### src/rtl/expr_eval_sequencer.sv
// expr_eval_sequencer: shunting-yard expression evaluator. Tokens from the
// lexer are scheduled over an operand stack and an operator stack, and one
// shared W-bit ALU performs a single reduction per cycle. The result (or an
// error code) is held until the downstream sink accepts it.
module expr_eval_sequencer #(
  parameter int W     = 32,
  parameter int DEPTH = 8
) (
  input  logic         clk,
  input  logic         rst,
  input  logic         tok_valid,
  output logic         tok_ready,
  input  logic [2:0]   tok_kind,
  input  logic [3:0]   tok_op,
  input  logic [W-1:0] tok_val,
  output logic         res_valid,
  input  logic         res_ready,
  output logic [W-1:0] res_data,
  output logic [2:0]   res_err
);

  localparam int AW = (DEPTH > 1) ? $clog2(DEPTH) : 1;
  localparam int CW = $clog2(DEPTH + 1);

  localparam logic [2:0] K_NUM    = 3'd0;
  localparam logic [2:0] K_OP     = 3'd1;
  localparam logic [2:0] K_LPAREN = 3'd2;
  localparam logic [2:0] K_RPAREN = 3'd3;
  localparam logic [2:0] K_END    = 3'd4;

  // Highest legal operator code; 4'hF never arrives legally, so it doubles
  // as the LPAREN marker on the operator stack.
  localparam logic [3:0] OP_MAX    = 4'd9;
  localparam logic [3:0] OP_LPAREN = 4'hF;

  localparam logic [2:0] ERR_OVF = 3'b001;
  localparam logic [2:0] ERR_DIV = 3'b010;
  localparam logic [2:0] ERR_SYN = 3'b100;

  localparam logic signed [W-1:0] S_MIN = {1'b1, {(W-1){1'b0}}};

  typedef enum logic [1:0] {S_ACCEPT, S_REDUCE, S_DRAIN, S_DONE} state_t;
  // Why we are reducing: a pending operator, a closing paren, or END.
  typedef enum logic [1:0] {M_OP, M_RPAREN, M_END} mode_t;

  function automatic logic [2:0] prec(input logic [3:0] op);
    case (op)
      4'd2, 4'd3:             prec = 3'd4;
      4'd0, 4'd1:             prec = 3'd3;
      4'd6, 4'd7, 4'd8, 4'd9: prec = 3'd2;
      4'd4, 4'd5:             prec = 3'd1;
      default:                prec = 3'd0;
    endcase
  endfunction

  state_t state, state_n;
  mode_t  mode, mode_n;

  logic [W-1:0]  opnd   [DEPTH];
  logic [3:0]    op_stk [DEPTH];
  logic [CW-1:0] opnd_cnt, op_cnt;
  logic          expect_val, expect_n;
  logic [3:0]    pend, pend_n;
  logic [2:0]    err, err_new;

  logic          tok_fire;
  logic          push_opnd, push_op, pop_op, do_reduce, clear_all;
  logic [3:0]    push_op_val;
  logic          opnd_full, op_full, top_is_op;
  logic [3:0]    op_top;
  logic [AW-1:0] a_idx, b_idx;
  logic signed [W-1:0] alu_a, alu_b;
  logic [W-1:0]  alu_res;
  logic          div_zero;

  assign tok_fire  = tok_valid && tok_ready;
  assign opnd_full = (opnd_cnt == CW'(DEPTH));
  assign op_full   = (op_cnt == CW'(DEPTH));
  assign op_top    = op_stk[AW'(op_cnt - CW'(1))];
  assign top_is_op = (op_cnt != '0) && (op_top != OP_LPAREN);
  assign b_idx     = AW'(opnd_cnt - CW'(1));
  assign a_idx     = AW'(opnd_cnt - CW'(2));
  assign alu_a     = opnd[a_idx];
  assign alu_b     = opnd[b_idx];

  // Shared ALU: applies the operator on top of the op stack to the two
  // topmost operands (a below, b on top).
  always_comb begin
    // NOTE: every output of a combinational block gets a default first, so no
    // path through the case statements can leave it unassigned and infer a latch.
    alu_res  = '0;
    div_zero = 1'b0;
    case (op_top)
      4'd0: alu_res = alu_a + alu_b;
      4'd1: alu_res = alu_a - alu_b;
      4'd2: alu_res = alu_a * alu_b;
      4'd3: begin
        if (alu_b == '0)                         div_zero = 1'b1;
        else if (alu_a == S_MIN && alu_b == -1)  alu_res  = S_MIN;
        else                                     alu_res  = alu_a / alu_b;
      end
      4'd4: alu_res = W'(alu_a == alu_b);
      4'd5: alu_res = W'(alu_a != alu_b);
      4'd6: alu_res = W'(alu_a <  alu_b);
      4'd7: alu_res = W'(alu_a <= alu_b);
      4'd8: alu_res = W'(alu_a >  alu_b);
      4'd9: alu_res = W'(alu_a >= alu_b);
      default: alu_res = '0;
    endcase
  end

  // State register.
  always_ff @(posedge clk) begin
    // NOTE: clocked state uses non-blocking assignment so every flop samples
    // pre-edge values regardless of process ordering.
    if (rst) state <= S_ACCEPT;
    else     state <= state_n;
  end

  // Next-state logic and stack actions for the current cycle.
  always_comb begin
    state_n     = state;
    mode_n      = mode;
    expect_n    = expect_val;
    pend_n      = pend;
    push_opnd   = 1'b0;
    push_op     = 1'b0;
    push_op_val = OP_LPAREN;
    pop_op      = 1'b0;
    do_reduce   = 1'b0;
    err_new     = 3'b000;
    clear_all   = 1'b0;
    case (state)
      S_ACCEPT: if (tok_fire) begin
        case (tok_kind)
          K_NUM:
            if (!expect_val)    err_new = ERR_SYN;
            else if (opnd_full) err_new = ERR_OVF;
            else begin
              push_opnd = 1'b1;
              expect_n  = 1'b0;
            end
          K_LPAREN:
            if (!expect_val)  err_new = ERR_SYN;
            else if (op_full) err_new = ERR_OVF;
            else begin
              push_op     = 1'b1;
              push_op_val = OP_LPAREN;
            end
          K_OP:
            if (expect_val || tok_op > OP_MAX) err_new = ERR_SYN;
            else begin
              pend_n = tok_op;
              if (top_is_op && prec(op_top) >= prec(tok_op)) begin
                mode_n  = M_OP;
                state_n = S_REDUCE;
              end else if (op_full) begin
                err_new = ERR_OVF;
              end else begin
                push_op     = 1'b1;
                push_op_val = tok_op;
                expect_n    = 1'b1;
              end
            end
          K_RPAREN:
            if (expect_val) err_new = ERR_SYN;
            else begin
              mode_n  = M_RPAREN;
              state_n = S_REDUCE;
            end
          K_END:
            if (expect_val)          err_new = ERR_SYN;
            else if (op_cnt == '0)   state_n = S_DONE;
            else begin
              mode_n  = M_END;
              state_n = S_REDUCE;
            end
          default: err_new = ERR_SYN;
        endcase
        // An error on END itself has nothing left to drain.
        if (err_new != 3'b000) state_n = (tok_kind == K_END) ? S_DONE : S_DRAIN;
      end
      S_REDUCE: begin
        case (mode)
          M_OP:
            if (top_is_op && prec(op_top) >= prec(pend)) begin
              if (div_zero) begin
                err_new = ERR_DIV;
                state_n = S_DRAIN;
              end else begin
                do_reduce = 1'b1;
              end
            end else if (op_full) begin
              err_new = ERR_OVF;
              state_n = S_DRAIN;
            end else begin
              push_op     = 1'b1;
              push_op_val = pend;
              expect_n    = 1'b1;
              state_n     = S_ACCEPT;
            end
          M_RPAREN:
            if (op_cnt == '0) begin
              err_new = ERR_SYN;
              state_n = S_DRAIN;
            end else if (op_top == OP_LPAREN) begin
              pop_op  = 1'b1;
              state_n = S_ACCEPT;
            end else if (div_zero) begin
              err_new = ERR_DIV;
              state_n = S_DRAIN;
            end else begin
              do_reduce = 1'b1;
            end
          default: begin
            // END already consumed: errors go straight to the result.
            if (op_top == OP_LPAREN) begin
              err_new = ERR_SYN;
              state_n = S_DONE;
            end else if (div_zero) begin
              err_new = ERR_DIV;
              state_n = S_DONE;
            end else begin
              do_reduce = 1'b1;
              if (op_cnt == CW'(1)) state_n = S_DONE;
            end
          end
        endcase
      end
      S_DRAIN:
        if (tok_fire && tok_kind == K_END) state_n = S_DONE;
      S_DONE:
        if (res_ready) begin
          clear_all = 1'b1;
          expect_n  = 1'b1;
          state_n   = S_ACCEPT;
        end
      default: state_n = S_ACCEPT;
    endcase
  end

  // Stack pointers, parse context and sticky error code.
  always_ff @(posedge clk) begin
    if (rst) begin
      opnd_cnt   <= '0;
      op_cnt     <= '0;
      expect_val <= 1'b1;
      pend       <= '0;
      mode       <= M_OP;
      err        <= 3'b000;
    end else if (clear_all) begin
      opnd_cnt   <= '0;
      op_cnt     <= '0;
      expect_val <= 1'b1;
      err        <= 3'b000;
    end else begin
      expect_val <= expect_n;
      pend       <= pend_n;
      mode       <= mode_n;
      if (err == 3'b000) err <= err_new;
      if (push_opnd)      opnd_cnt <= opnd_cnt + CW'(1);
      else if (do_reduce) opnd_cnt <= opnd_cnt - CW'(1);
      if (push_op)                  op_cnt <= op_cnt + CW'(1);
      else if (pop_op || do_reduce) op_cnt <= op_cnt - CW'(1);
    end
  end

  // Stack storage writes.
  always_ff @(posedge clk) begin
    // NOTE: stack storage is deliberately not reset; the counters define which
    // entries are live, so stale contents are never observed.
    if (push_opnd)      opnd[AW'(opnd_cnt)] <= tok_val;
    else if (do_reduce) opnd[a_idx]         <= alu_res;
    if (push_op)        op_stk[AW'(op_cnt)] <= push_op_val;
  end

  // Handshake and result outputs, forced idle while reset is asserted.
  always_comb begin
    tok_ready = !rst && (state == S_ACCEPT || state == S_DRAIN);
    res_valid = !rst && (state == S_DONE);
    res_err   = res_valid ? err : 3'b000;
    res_data  = (res_valid && err == 3'b000) ? opnd[0] : '0;
  end

endmodule

### config.mk
export PLATFORM = sky130hd
export DESIGN_NAME = expr_eval_sequencer
export DESIGN_NICKNAME = d
export VERILOG_FILES = /design/src/rtl/expr_eval_sequencer.sv
export SDC_FILE = /design/constraint.sdc
export NUM_CORES = 2
export LEC_CHECK = 0
export ABC_CLOCK_PERIOD_IN_PS = 127700
export BUFFER_PORTS_ARGS = -buffer_cell sky130_fd_sc_hd__buf_4
export CORE_MARGIN = 1
export CORE_UTILIZATION = 51
export DETAILED_ROUTE_END_ITERATION = 7
export HOLD_SLACK_MARGIN = 0.03
export PLACE_DENSITY = 0.67
export SYNTH_ARGS = -nofsm -noshare
export SYNTH_HDL_FRONTEND = slang
export SYNTH_SLANG_ARGS = --single-unit
### constraint.sdc
create_clock -name clk -period 127.7 [get_ports clk]
set_clock_uncertainty 0.2 [all_clocks]
set_input_delay 6.385 -clock clk [delete_from_list [all_inputs] [get_ports clk]]
set_output_delay 6.385 -clock clk [all_outputs]
set_load 0.01 [all_outputs]
==> reports/results.txt <==
The run gives 0.01443 as the worst-case headroom to the max-slew limit. The tools report the H-tree depth as 1. ha_1 takes more of the synthesized area than any other cell. For this run, the leading register cell type out of synthesis is edfxtp_1.

The async set-reset flop share out of synthesis came out at 0. The post-route standard cell area excluding fillers came out at 69,870 sq um. The part of the cycle the worst path needs came out at 0.8771. Detailed placement ended at an HPWL of 212.3 mm. For this block, the initial DRC count from the detailed router was 8,431. Setup violations remaining at the end of the flow were counted as 0. The slowest cell on the critical path is nor4_2. The vias per cell works out to 6.556. The logic depth of the worst register-to-register path came out at 388. The area added between synthesis and finish came out at 5.750%. The hold-critical path depth was 2.

Summing all placed instances gives a cell area of 69,010 sq um. The checks that failed: max-capacitance violations. The startpoint type of the worst setup path was a flop. In this design, the stage delay of the slowest critical-path cell is 1140 ps. Die extent in x: 361.9 microns.

The count of flip-flops with a built-in enable after synthesis works out to 288. A synthesized cell averages 8.173 sq um. For this run the aggregate overflow at the end of global routing stands at 0. In this run the remaining antenna-violating nets after routing total 0.

Clock-pin slew was measured on the worst setup and hold paths at 80 ps. The first global-routing pass estimated 400.7 mm of wire. The filler cells instantiated in the layout total 12.13k. The tools report the CTS root buffer as clkbuf_16. The run gives 0 ps as the final total negative setup slack. TritonCTS built the clock tree.

For the area of combinational cells with multiple inputs, the log shows 52,760 sq um. After technology mapping, the gate count stands at 8,084. The run gives 0 as the post-cts gate resize count. The average detailed-routed wire length per instance is 28.01 microns. Across the whole layout, storage elements account for 9116 sq um. The total stage count of the critical path works out to 388. Cell area after synthesis: 66,070 sq um. The run gives 9,244 as the post-layout net count. The critical path is of the reg -> reg type. The core region is 128,000 sq um. The initial core utilization was 0.5161; the share of Yosys cell area claimed by the top area cell type was 0.1454. By area the synthesized netlist is led by ha_1 (15%), edfxtp_1 (13%), fa_1 (12%), nand2_1 (5.2%), xnor2_1 (4.6%).

At the placement stage, the worst setup path has a slack of 19,030 ps. The overall die height works out to 361.9 microns. The flow ran to the end, but the final reports show violations. The run gives 64.07k as the number of vias in the routed layout. The initial antenna violation count came out at 24. Grouping stages by cell kind, the critical path spends the most delay in compound AO/OA/AOI/OAI gates. Share of synthesized area occupied by flip-flops and latches: 0.1379. In the post-route analysis, the smallest setup slack over all paths is 15,690 ps. The via count of the first global-routing pass is 61.53k. Clock tree synthesis inserted a total of 25 buffers.

nand2_1 is the most common cell in the netlist. Max-cap violation count: 1. The logs give 0.4092 for the all-layer global routing usage and 15,690 ps for the setup slack of the worst register-to-register path. Counting along the longest clock path gives a buffer depth of 3. The worst hold-check path type is reg -> reg. The tools report the maximum number of pins on one net before global-route repair as 69. In this design, the critical path's most frequently occurring cell is o21a_1.

The run gives 0 as the total count of max-transition violations in the final report. The minimum clock period was 112,010 ps; the detailed-routing iteration count for the pre-antenna-repair pass was 6. The number of different library cells in the post-synthesis netlist came out at 117.

The I/O pin total was 80; the number of buffers and inverters on the critical path was 19. Fraction of layout cells with a size suffix above 1: 0.09015. Data arrives at the worst endpoint at 111,950 ps.

Overall routed net length: 273.8 mm. For the post-route DRC violation count, the log shows 0. The number of failing hold endpoints at the final stage came out at 0. The final weighted congestion in routability-driven placement is 1.059, and the required time of the worst setup path is 127,640 ps. In this run the core area contains 131 standard-cell rows. The worst register-to-register path ends at opnd[3][28]. Setup repair after global routing left no endpoint under its margin. At the pin with the least slew margin, the transition time is 1466 ps. Counting every sink on the clock net gives 311.

In this run, post-CTS hold repair placed 0 buffers. Counting instances in the post-synthesis netlist gives the leading cell types as nand2_1 (914), inv_1 (786), ha_1 (768). The final standard cell utilization of the core was 0.5458; the maximum fanout along the worst path was 68. The startpoint identified for the worst hold timing path is pend[0]. The post-CTS repair timing setup buffer count is 0. The synthesized design contains 311 register bits. The startpoint of the worst register-to-register path is opnd_cnt[1].

The total of buffers placed on input and output ports is 79. The worst hold path endpoint is pend[0]. The count of warnings emitted by yosys is 0. The floorplan step defined a die boundary enclosing 131,000 sq um.

Counting every net in the synthesized netlist gives 9,305. The tools report the nature of the critical path endpoint as a flop. The timing-limited maximum frequency was 0.008928 GHz.

The clock reaches the later pin of the worst-skew pair after 590 ps. The tools report the start point of the critical path as opnd_cnt[1].
-- per-layer routing --
| metal | up-vias | routed length, microns | share of wire | GRT usage |
|---|---|---|---|---|
| met5 | - | 172 | 0.00063 | 0 |
| met4 | 28 | 16960 | 0.062 | 0.2107 |
| met3 | 737 | 31430 | 0.11 | 0.08987 |
| met2 | 3623 | 114700 | 0.42 | 0.6131 |
| met1 | 31190 | 110500 | 0.40 | 0.5526 |
| li1 | 28500 | - | - | - |
-- cell usage in the layout (no fill, tap or decap), types with 109 or more instances in the layout --
master,netlist,routed
nor3_1,286,285
xnor2_1,349,338
o21a_1,161,161
nand2_1,914,913
buf_4,17,261
nor2_1,731,718
ha_1,768,765
fa_1,410,410
a21oi_1,485,482
nand3_1,121,121
inv_1,786,786
nor2b_1,109,109
mux4_2,131,131
edfxtp_1,288,288
xor2_1,144,144
o21ai_0,338,337
a21o_1,173,173
-- flip-flops by register name, summed over array words and instances (netlist names), named ones only --
register	flops
err	3
expect_val	1
mode	2
op_cnt	4
op_stk	32
opnd	256
opnd_cnt	4
pend	4
state	2
-- per-stage QoR --
step | hold WS [ps] | cells
final | 304.8 | 9774
after detailed placement | 288.5 | 9725
after floorplan | 254.8 | 8084
after global routing | 336.8 | 9771
after CTS | 306.1 | 9771
after global placement | 282.6 | 9725
-- cell families after synthesis --
group,after synthesis,share of synthesized area
DFF,311,0.1379
AOI/OAI and AO/OA,1851,0.1845
muxes,309,0.07428
xor gates and xnor gates,496,0.06627
and+or+nand+nor,2787,0.1986
buffers and inverters,1152,0.06878
adders and majority gates,1178,0.2697
-- worst max-delay path by stage --
stage | endpoint | slack [ps]
5_1_grt | opnd[2][28] | 7770
3_5_place_dp | opnd[0][28] | 19030
6_report | opnd[3][28] | 15690
2_1_floorplan | opnd[0][28] | 35230
4_1_cts | opnd[2][28] | 18680
3_3_place_gp | opnd[0][28] | 21990
-- tightest hold or removal path, stage by stage, from the launching register on --
cell and delay, ps:
dfxtp_1 330, mux2i_1 70, nor2_1 70
-- cell type report --
cell class,count,share of cell area
Timing Repair Buffer,261,0.02804
Sequential cell,311,0.1305
Antenna cell,3,0.0001075
Tap cell,1729,0.03096
Clock inverter,18,0.003044
Clock buffer,28,0.009115
Inverter,803,0.04314
Multi-Input combinational cell,6621,0.7551
Power is left out: the tool's default activity adds up to more than one toggle a clock period on the data nets, which glitch-free logic cannot reach.
